## config.mk

```make
export PLATFORM = sky130hd
export DESIGN_NAME = spi_command_dispatcher_flat
export DESIGN_NICKNAME = d
export VERILOG_FILES = /design/src/rtl/spi_command_dispatcher_if.sv /design/src/rtl/spi_command_dispatcher.sv /design/src/flat_wrapper.sv
export SDC_FILE = /design/constraint.sdc
export NUM_CORES = 1
export LEC_CHECK = 0
export CAP_MARGIN = 20
export CELL_PAD_IN_SITES_DETAIL_PLACEMENT = 0
export CELL_PAD_IN_SITES_GLOBAL_PLACEMENT = 2
export CORE_MARGIN = 2
export CORE_UTILIZATION = 30
export CTS_CLUSTER_DIAMETER = 150
export DETAILED_ROUTE_END_ITERATION = 10
export PLACE_DENSITY_LB_ADDON = 0.15
export SKIP_LAST_GASP = 1
export SYNTH_ARGS = -nofsm -noshare
export SYNTH_HDL_FRONTEND = slang
export SYNTH_SLANG_ARGS = --single-unit
```

## constraint.sdc

```tcl
create_clock -name clk -period 6.1 [get_ports clk]
set_clock_uncertainty 0.05 [all_clocks]
set_input_delay 0.61 -clock clk [delete_from_list [all_inputs] [get_ports clk]]
set_output_delay 0.61 -clock clk [all_outputs]
set_load 0.1 [all_outputs]
```

## src/rtl/spi_command_dispatcher_if.sv

```systemverilog
// Dispatcher bus: SPI byte stream from spi_secondary on one side,
// per-channel FIFO commit strobes, free-slot counts and status on the other.
interface spi_command_dispatcher_if #(
  parameter int Channels    = 2,
  parameter int RecordBytes = 4,
  parameter int SlotWidth   = 8
);
  logic                          cs;
  logic [7:0]                    rx_data;
  logic                          rx_valid;
  logic [7:0]                    tx_data;
  logic [Channels*SlotWidth-1:0] free_slots;
  logic [RecordBytes*8-1:0]      record_data;
  logic [Channels-1:0]           record_write;
  logic [Channels-1:0]           overflow;
  logic                          busy;

  modport master (
    output cs, rx_data, rx_valid, free_slots,
    input  tx_data, record_data, record_write, overflow, busy
  );

  modport slave (
    input  cs, rx_data, rx_valid, free_slots,
    output tx_data, record_data, record_write, overflow, busy
  );
endinterface

```

## src/rtl/spi_command_dispatcher.sv

```systemverilog
// Decodes one command byte per CS frame, assembles whole motion records and
// commits them atomically to the addressed FIFO channel; also serves status.
module spi_command_dispatcher #(
  parameter int Channels    = 2,
  parameter int RecordBytes = 4,
  parameter int SlotWidth   = 8
) (
  input logic clk,
  input logic reset,
  spi_command_dispatcher_if.slave bus
);

  localparam int unsigned CntW = $clog2(RecordBytes + 1);

  typedef enum logic [1:0] {IDLE, STATUS, RECEIVE, DISCARD} state_t;

  state_t                   state_q, state_d;
  logic                     armed_q, armed_d;
  logic [CntW-1:0]          cnt_q, cnt_d;
  logic [2:0]               ch_q, ch_d;
  logic [RecordBytes*8-1:0] rec_q, rec_d;
  logic [RecordBytes*8-1:0] record_data_q, record_data_d;
  logic [Channels-1:0]      record_write_q, record_write_d;
  logic [Channels-1:0]      overflow_q, overflow_d;
  logic [Channels-1:0]      sampled_q, sampled_d;
  logic [3:0]               idx_q, idx_d;
  logic [7:0]               tx_data_q, tx_data_d;

  function automatic logic [7:0] sat8(input logic [SlotWidth-1:0] v);
    logic [31:0] w;
    w = 32'(v);
    return (w > 32'd255) ? 8'hFF : w[7:0];
  endfunction

  always_comb begin
    state_d        = state_q;
    armed_d        = armed_q | bus.cs;
    cnt_d          = cnt_q;
    ch_d           = ch_q;
    rec_d          = rec_q;
    record_data_d  = record_data_q;
    record_write_d = '0;
    overflow_d     = overflow_q;
    sampled_d      = sampled_q;
    idx_d          = idx_q;
    tx_data_d      = tx_data_q;

    if (bus.cs) begin
      // Frame end: any partial or just-completed record is dropped.
      state_d = IDLE;
      cnt_d   = '0;
    end else if (bus.rx_valid) begin
      unique case (state_q)
        IDLE: begin
          // After reset a command is only accepted once cs has been seen high.
          if (armed_q) begin
            if (bus.rx_data[3:0] == 4'd1) begin
              state_d   = STATUS;
              idx_d     = '0;
              sampled_d = overflow_q;
            end else if (bus.rx_data[3:0] == 4'd2 &&
                         32'(bus.rx_data[6:4]) < 32'(Channels)) begin
              state_d = RECEIVE;
              ch_d    = bus.rx_data[6:4];
              cnt_d   = '0;
            end else if (bus.rx_data[3:0] != 4'd0) begin
              state_d = DISCARD;
            end
          end
        end
        STATUS: begin
          if (idx_q == 4'd0) overflow_d = overflow_q & ~sampled_q;
          if (32'(idx_q) < 32'(Channels + 1)) idx_d = idx_q + 4'd1;
        end
        RECEIVE: begin
          for (int unsigned i = 0; i < RecordBytes; i++) begin
            if (cnt_q == CntW'(i)) rec_d[i*8 +: 8] = bus.rx_data;
          end
          if (cnt_q == CntW'(RecordBytes - 1)) begin
            cnt_d = '0;
            // Overflow set after the status clear so a same-cycle event wins.
            for (int unsigned c = 0; c < Channels; c++) begin
              if (ch_q == 3'(c)) begin
                if (bus.free_slots[c*SlotWidth +: SlotWidth] != '0) begin
                  record_write_d[c] = 1'b1;
                  record_data_d     = rec_d;
                end else begin
                  overflow_d[c] = 1'b1;
                end
              end
            end
          end else begin
            cnt_d = cnt_q + CntW'(1);
          end
        end
        DISCARD: ;
        default: ;
      endcase
    end

    unique case (state_d)
      IDLE: tx_data_d = sat8(bus.free_slots[SlotWidth-1:0]);
      STATUS: begin
        if (state_q != STATUS || bus.rx_valid) begin
          tx_data_d = 8'h00;
          if (idx_d == 4'd0) begin
            tx_data_d = 8'(sampled_d);
          end else begin
            for (int unsigned c = 0; c < Channels; c++) begin
              if (idx_d == 4'(c + 1)) tx_data_d = sat8(bus.free_slots[c*SlotWidth +: SlotWidth]);
            end
          end
        end
      end
      default: tx_data_d = 8'h00;
    endcase
  end

  always_ff @(posedge clk) begin
    if (reset) begin
      state_q        <= IDLE;
      armed_q        <= 1'b0;
      cnt_q          <= '0;
      ch_q           <= '0;
      rec_q          <= '0;
      record_data_q  <= '0;
      record_write_q <= '0;
      overflow_q     <= '0;
      sampled_q      <= '0;
      idx_q          <= '0;
      tx_data_q      <= '0;
    end else begin
      state_q        <= state_d;
      armed_q        <= armed_d;
      cnt_q          <= cnt_d;
      ch_q           <= ch_d;
      rec_q          <= rec_d;
      record_data_q  <= record_data_d;
      record_write_q <= record_write_d;
      overflow_q     <= overflow_d;
      sampled_q      <= sampled_d;
      idx_q          <= idx_d;
      tx_data_q      <= tx_data_d;
    end
  end

  assign bus.tx_data      = tx_data_q;
  assign bus.record_data  = record_data_q;
  assign bus.record_write = record_write_q;
  assign bus.overflow     = overflow_q;
  assign bus.busy         = (state_q != IDLE);

endmodule

```

## src/flat_wrapper.sv

```systemverilog
// flat-port wrapper written by rule: the top's interface ports become plain ports
module spi_command_dispatcher_flat 
#(
  parameter int Channels    = 2,
  parameter int RecordBytes = 4,
  parameter int SlotWidth   = 8
)
  (clk, reset, bus_cs, bus_rx_data, bus_rx_valid, bus_free_slots, bus_tx_data, bus_record_data, bus_record_write, bus_overflow, bus_busy);
  spi_command_dispatcher_if #(.Channels(Channels), .RecordBytes(RecordBytes), .SlotWidth(SlotWidth)) bus_i ();
  input logic clk;
  input logic reset;
  input wire logic [$bits(bus_i.cs)-1:0] bus_cs;
  input wire logic [$bits(bus_i.rx_data)-1:0] bus_rx_data;
  input wire logic [$bits(bus_i.rx_valid)-1:0] bus_rx_valid;
  input wire logic [$bits(bus_i.free_slots)-1:0] bus_free_slots;
  output wire logic [$bits(bus_i.tx_data)-1:0] bus_tx_data;
  output wire logic [$bits(bus_i.record_data)-1:0] bus_record_data;
  output wire logic [$bits(bus_i.record_write)-1:0] bus_record_write;
  output wire logic [$bits(bus_i.overflow)-1:0] bus_overflow;
  output wire logic [$bits(bus_i.busy)-1:0] bus_busy;
  assign bus_i.cs = bus_cs;
  assign bus_i.rx_data = bus_rx_data;
  assign bus_i.rx_valid = bus_rx_valid;
  assign bus_i.free_slots = bus_free_slots;
  assign bus_tx_data = bus_i.tx_data;
  assign bus_record_data = bus_i.record_data;
  assign bus_record_write = bus_i.record_write;
  assign bus_overflow = bus_i.overflow;
  assign bus_busy = bus_i.busy;
  spi_command_dispatcher #(.Channels(Channels), .RecordBytes(RecordBytes), .SlotWidth(SlotWidth)) u_core (.clk(clk), .reset(reset), .bus(bus_i));
endmodule
```

==> results of run 1 <==
## stage by stage
step | power [mW] | worst slack (ns) | utilization [%]
after floorplan | 0.665 | 3.70 | -
after global placement | 0.707 | 1.98 | 37.3
after detailed placement | 0.707 | 1.90 | 37.3
after CTS | 1.26 | 2.28 | 39.6
after global routing | 1.29 | 2.02 | 39.6
final | 1.25 | 2.29 | 39.6
## state kept, by name (all words and copies together) (netlist names)
register,cells
u_core.bus.record_data,32
u_core.rec_q,28
u_core.bus.tx_data,8
u_core.idx_q,4
u_core.ch_q,3
u_core.cnt_q,3
u_core.bus.overflow,2
u_core.bus.record_write,2
u_core.sampled_q,2
u_core.state_q,2
u_core.armed_q,1
## worst max path at each step
| stage | startpoint | end | slack, ns |
|---|---|---|---|
| after floorplan | bus_rx_data[3] | u_core.bus.tx_data[6] | 3.70 |
| after global placement | bus_cs | u_core.bus.record_data[26] | 1.98 |
| after detailed placement | bus_cs | u_core.bus.record_data[24] | 1.90 |
| after CTS | bus_cs | u_core.bus.record_data[24] | 2.28 |
| after global routing | bus_cs | u_core.bus.record_data[30] | 2.02 |
| final | bus_cs | u_core.bus.record_data[24] | 2.29 |
## report_power, final
part | total [mW] | leakage, nW | switching, mW | internal (mW)
logic | 0.116 | 0.828 | 0.0787 | 0.0369
clock network | 0.554 | 0.146 | 0.227 | 0.327
registers | 0.578 | 0.703 | 0.00434 | 0.574
## per-layer routing
layer | routed length, um | vias up | track usage, %
met3 | 325 | 13 | 2.63
met4 | 175 | 0 | 6.10
met2 | 4930 | 50 | 24.0
met5 | 0 | - | 0
met1 | 5530 | 1611 | 22.3
li1 | - | 1709 | -
## logic make-up after synthesis
logic type | after synthesis | synth area share (%)
AO/OA/AOI/OAI | 91 | 16.8
adder cells (fa/ha/maj) | 6 | 1.90
buffers and inverters | 48 | 5.54
flip-flops | 87 | 44.0
multiplexers | 36 | 9.11
AND/OR/NAND/NOR | 183 | 22.6
## critical path, cell delays in order
cell	delay (ns)
clkdlybuf4s50_1	0.68
and4bb_1	0.38
buf_4	0.35
nand2_2	0.15
or3_4	0.38
a21oi_4	0.69
buf_4	0.41
mux2i_1	0.23
nor2_1	0.06
## Yosys cell counts (2+ instances only)
master / instances
nor3_1: 12
nor3b_1: 2
o211a_1: 2
buf_2: 7
nor3_2: 2
buf_4: 2
o21ai_1: 2
nand2_1: 44
buf_6: 3
ha_1: 6
a221oi_1: 5
nand3_1: 30
nor2b_1: 8
or3_1: 2
a21oi_1: 31
or4_1: 3
mux2i_1: 36
a32oi_1: 3
dfxtp_1: 87
inv_1: 8
buf_1: 2
nor4b_1: 2
nand4_1: 2
and3_1: 2
o21ai_0: 3
a211oi_1: 31
nor2_1: 58
and2_1: 3
a22oi_1: 2
clkbuf_1: 26
nor4_1: 3
## final cells by class
type	count	area, sq um	area share, %
multi-input combinational	316	1990	39.6
sequential	87	1740	34.5
timing repair buffer	79	768	15.2
clock buffer	12	246	4.89
tap	172	215	4.27
clock inverter	4	45.0	0.894
inverter	8	30.0	0.596
## placed cells by master (no fill, tap or decap), types with 3 or more instances in the layout
| cell type | synthesis | final |
|---|---|---|
| dfxtp_1 | 87 | 87 |
| clkdlybuf4s50_1 | 0 | 71 |
| nor2_1 | 58 | 58 |
| nand2_1 | 44 | 44 |
| mux2i_1 | 36 | 36 |
| a21oi_1 | 31 | 31 |
| a211oi_1 | 31 | 31 |
| nand3_1 | 30 | 30 |
| nor3_1 | 12 | 12 |
| clkbuf_16 | 0 | 9 |
| inv_1 | 8 | 8 |
| nor2b_1 | 8 | 8 |
| buf_4 | 2 | 7 |
| ha_1 | 6 | 6 |
| a221oi_1 | 5 | 5 |
| and2_1 | 3 | 3 |
| o21ai_0 | 3 | 3 |
| or4_1 | 3 | 3 |
| a32oi_1 | 3 | 3 |
| nor4_1 | 3 | 3 |
| clkinv_2 | 0 | 3 |
==> impl_metrics.py, run 1 <==
metrics = {
    "route": {
        "first_iter_violations": 168,
        "wl_per_cell_um": 16.2,
        "viasPerCell": 4.99,
        "dr.pass1.iters": 4,
        "drc": 0,
        "drt.antenna.violating_nets": 0,
        "wl_um": 11000,
        "vias": 3383,
    },
    "worst_setup_path": {
        "end_kind": "register",
        "path_class": "input pin to register",
        "crit_path_start_kind": "input pin",
        "reg2reg_from": "u_core.state_q[1]",
        "path_max_fanout": 37,
        "worstPathArrival_ns": 3.96,
        "rrSetupSlack_ns": 2.86,
        "critPathRequiredTime_ns": 6.25,
        "r2r_end": "u_core.bus.record_data[24]",
        "rr_worst_depth": 8,
    },
    "place": {
        "dpl_cell_area_sq_um": 4750,
        "dpl.cell_count": 662,
        "dp_hpwl_um": 7420,
        "port_buffers": 72,
        "globalplace.congestion": 0.796,
    },
    "yosys": {
        "synth_async_sr_flop_share_pct": 0,
        "synth_ff_type": "dfxtp_1",
        "syn_area_per_cell_sq_um": 8.77,
        "synth_top_area_share_pct": 44.0,
        "yosysSeqAreaShare_pct": 44.0,
        "netlist_area_sq_um": 3960,
        "ys_types": 53,
        "synth_edf_count": 0,
        "syn-instance-count": 451,
        "synthTopCellsByArea": "dfxtp_1 (44%), mux2i_1 (9.1%), a211oi_1 (5.9%)",
        "yosysTopAreaCell": "dfxtp_1",
        "syn_nets": 485,
        "synth-seq-cells": 87,
        "yosys_warnings": 0,
    },
    "sta": {
        "finalCritPeriodShare_pct": 62.5,
        "finalSetupViolations": 0,
        "fmax_mhz": 262,
        "holdWs_ns": 0.403,
        "tightest_slew_ns": 1.01,
        "slew_headroom_pct": 32.8,
        "hold_viol": 0,
        "min_period_ns": 3.81,
        "fin_tns_setup_ns": 0,
        "rsz0062_at_grt": "false",
        "slew_viol_final": 0,
    },
    "grt": {
        "grt_pass1_vias": 3194,
        "grt_usage_pct": 15.8,
        "grt_pass1_wl_um": 17600,
        "grt_overflow": 0,
        "grt_max_degree": 46,
        "antenna_found_initial": 0,
    },
    "finish": {
        "synthToLayoutAreaGrowth_pct": 27.5,
        "antennaDiodeCount": 0,
        "drive_gt1_share_pct": 6.92,
        "filler_cell_count": 1329,
        "finalNonFillerCells": 678,
        "final_area_sq_um": 5040,
        "finalNetCount": 535,
    },
    "run_status": {
        "status": "completed",
    },
    "floorplanning": {
        "rows": 41,
        "dieWidth_um": 119,
        "initial_core_util_pct": 31.1,
        "coreArea_sq_um": 12700,
        "io_pins": 73,
        "die_area_sq_um": 14100,
        "fp.dieH_um": 119,
    },
    "clock_network": {
        "cts.sinks": 87,
        "cts_buffer_depth": 2,
        "cts_resized": 0,
        "cts_tree": "done",
        "root_buffer": "clkbuf_16",
        "htreeDepth": 3,
        "clkLatencyLatePin_ns": 0.34,
        "path_clk_slew_ns": 0.06,
        "postCtsSetupBuffers": 0,
        "cts_hold_buffers": 0,
        "numCtsBuffers": 9,
    },
    "hold_path": {
        "worstHoldEndpoint": "u_core.rec_q[16]",
        "worstHoldStart": "u_core.rec_q[16]",
        "hold_depth": 2,
        "holdCritPathClass": "register to register",
    },
    "power": {
        "p_per_area_nw_per_um2": 247,
        "ir_drop_uv": 111,
        "leakagePower_nw": 1.68,
    },
    "run": {
        "max_cap_viol_count": 0,
    },
}
Power figures use the tool's default switching activity.
==> run 2, diff against run 1 <==
==> constraint.sdc (replaced) <==
create_clock -name clk -period 4 [get_ports clk]
set_clock_uncertainty 0.05 [all_clocks]
set_input_delay 0.4 -clock clk [delete_from_list [all_inputs] [get_ports clk]]
set_output_delay 0.4 -clock clk [all_outputs]
set_load 0.1 [all_outputs]
==> impl_metrics.py, run 2 (synthesized netlist as in run 1, its figures left out) <==
metrics = {
    "power": {
        "power_frac_seq_pct": 46.2,
        "pwr-share-clk_pct": 44.4,
        "switchingPower_mw": 0.479,
        "p_comb_share_pct": 9.5,
        "netSwitchingFraction_pct": 25.1,
        "power_mw": 1.91,
        "p_per_area_nw_per_um2": 375,
        "ir_drop_uv": 146,
        "leakagePower_nw": 1.70,
        "power.internal_mw": 1.43,
    },
    "sta": {
        "finalCritPeriodShare_pct": 69.1,
        "slew_headroom_pct": 31.8,
        "finalSetupViolations": 0,
        "hold_viol": 0,
        "slew_viol_final": 0,
        "holdWs_ns": 0.404,
        "tightest_slew_ns": 1.02,
        "fmax_mhz": 362,
        "fin_tns_setup_ns": 0,
        "setup_slack_ns": 1.24,
        "min_period_ns": 2.76,
        "rsz0062_at_grt": "false",
    },
    "clock_network": {
        "numCtsBuffers": 9,
        "cts_hold_buffers": 0,
        "cts_resized": 0,
        "cts.sinks": 87,
        "cts_buffer_depth": 2,
        "cts_tree": "done",
        "root_buffer": "clkbuf_16",
        "htreeDepth": 3,
        "clkLatencyLatePin_ns": 0.34,
        "path_clk_slew_ns": 0.06,
        "postCtsSetupBuffers": 0,
    },
    "route": {
        "drt.antenna.violating_nets": 0,
        "wl_um": 11100,
        "drc": 0,
        "wl_per_cell_um": 16.3,
        "first_iter_violations": 197,
        "dr.pass1.iters": 4,
        "viasPerCell": 4.99,
        "vias": 3408,
    },
    "floorplanning": {
        "initial_core_util_pct": 31.1,
        "coreArea_sq_um": 12700,
        "fp.dieH_um": 119,
        "rows": 41,
        "dieWidth_um": 119,
        "io_pins": 73,
        "die_area_sq_um": 14100,
    },
    "worst_setup_path": {
        "rrSetupSlack_ns": 1.60,
        "critPathRequiredTime_ns": 3.55,
        "path_max_fanout": 8,
        "rr_worst_depth": 7,
        "reg2reg_from": "u_core.idx_q[0]",
        "crit_path_start_kind": "register",
        "end_kind": "output pin",
        "worstPathArrival_ns": 2.31,
        "path_class": "register to output pin",
        "r2r_end": "u_core.bus.tx_data[6]",
    },
    "grt": {
        "grt_max_degree": 61,
        "met1_usage_pct": 22.7,
        "antenna_found_initial": 0,
        "grt_usage_pct": 16.0,
        "grt_pass1_vias": 3165,
        "grt_pass1_wl_um": 17700,
        "grt_use_met2_pct": 23.7,
        "grt_overflow": 0,
        "grt.busiest_layer": "met2",
        "met3_usage_pct": 3.11,
    },
    "finish": {
        "finalNetCount": 540,
        "synthToLayoutAreaGrowth_pct": 28.9,
        "layout_commonest_cell": "dfxtp_1",
        "final_area_sq_um": 5100,
        "antennaDiodeCount": 0,
        "drive_gt1_share_pct": 8.22,
        "final_cell_mix": "dfxtp_1 (87), clkdlybuf4s50_1 (71), nor2_1 (58)",
        "largest_reg_flops": 32,
    },
    "hold_path": {
        "worstHoldStart": "u_core.rec_q[9]",
        "hold_depth": 2,
        "holdCritPathClass": "register to register",
        "worstHoldEndpoint": "u_core.rec_q[9]",
    },
    "place": {
        "globalplace.congestion": 0.840,
        "dp_hpwl_um": 7650,
        "port_buffers": 72,
        "place_ws_ns": 0.940,
        "dpl_cell_area_sq_um": 4800,
    },
    "run_status": {
        "status": "completed",
    },
    "run": {
        "max_cap_viol_count": 0,
    },
}
run 2: cell types whose count changed in the layout (fill, tap and decap cells not counted), sizes merged:
| cell | change |
|---|---|
| clkbuf | -2 |
| buf | +5 |
| clkinvlp | +2 |
run 2: how the worst max path moves through the flow:
stage	startpoint	endpoint	slack [ns]
after floorplan	u_core.state_q[0]	u_core.bus.tx_data[6]	1.72
after global placement	bus_rx_data[1]	u_core.bus.tx_data[6]	1.02
after detailed placement	bus_rx_data[1]	u_core.bus.tx_data[6]	0.94
after CTS	u_core.state_q[0]	bus_busy	1.22
after global routing	u_core.state_q[0]	bus_busy	1.14
final	u_core.state_q[0]	bus_busy	1.24
run 2: critical path: stages (launching register included):
cell and delay [ns]:
dfxtp_1 0.48, inv_1 0.20, nand2_1 0.14, clkdlybuf4s50_1 1.15
run 2: metrics by stage:
step,utilization (%),instances
floorplan,-,451
global route,40.1,683
CTS,40.1,683
global placement,37.7,667
finish,40.1,683
detailed placement,37.7,667
run 2: layout make-up:
| type | instances | area, sq um |
|---|---|---|
| Multi-Input combinational cell | 316 | 1990 |
| Fill cell | 1361 | 7620 |
| Sequential cell | 87 | 1740 |
| Inverter | 8 | 30.0 |
| Clock inverter | 6 | 60.1 |
| Clock buffer | 10 | 239 |
| Timing Repair Buffer | 84 | 818 |
| Tap cell | 172 | 215 |
run 2: per-layer routing:
layer	vias up	wire, um
met3	15	448
met5	-	0
li1	1716	-
met4	0	211
met1	1608	5530
met2	69	4930
run 2: power by group through the flow:
stage | clock network, mW | logic [mW] | registers (mW)
2_1_floorplan | 0 | 0.0709 | 0.943
5_1_grt | 0.908 | 0.191 | 0.883
6_report | 0.847 | 0.181 | 0.882
3_3_place_gp | 0 | 0.180 | 0.902
4_1_cts | 0.875 | 0.181 | 0.882
3_5_place_dp | 0 | 0.181 | 0.902
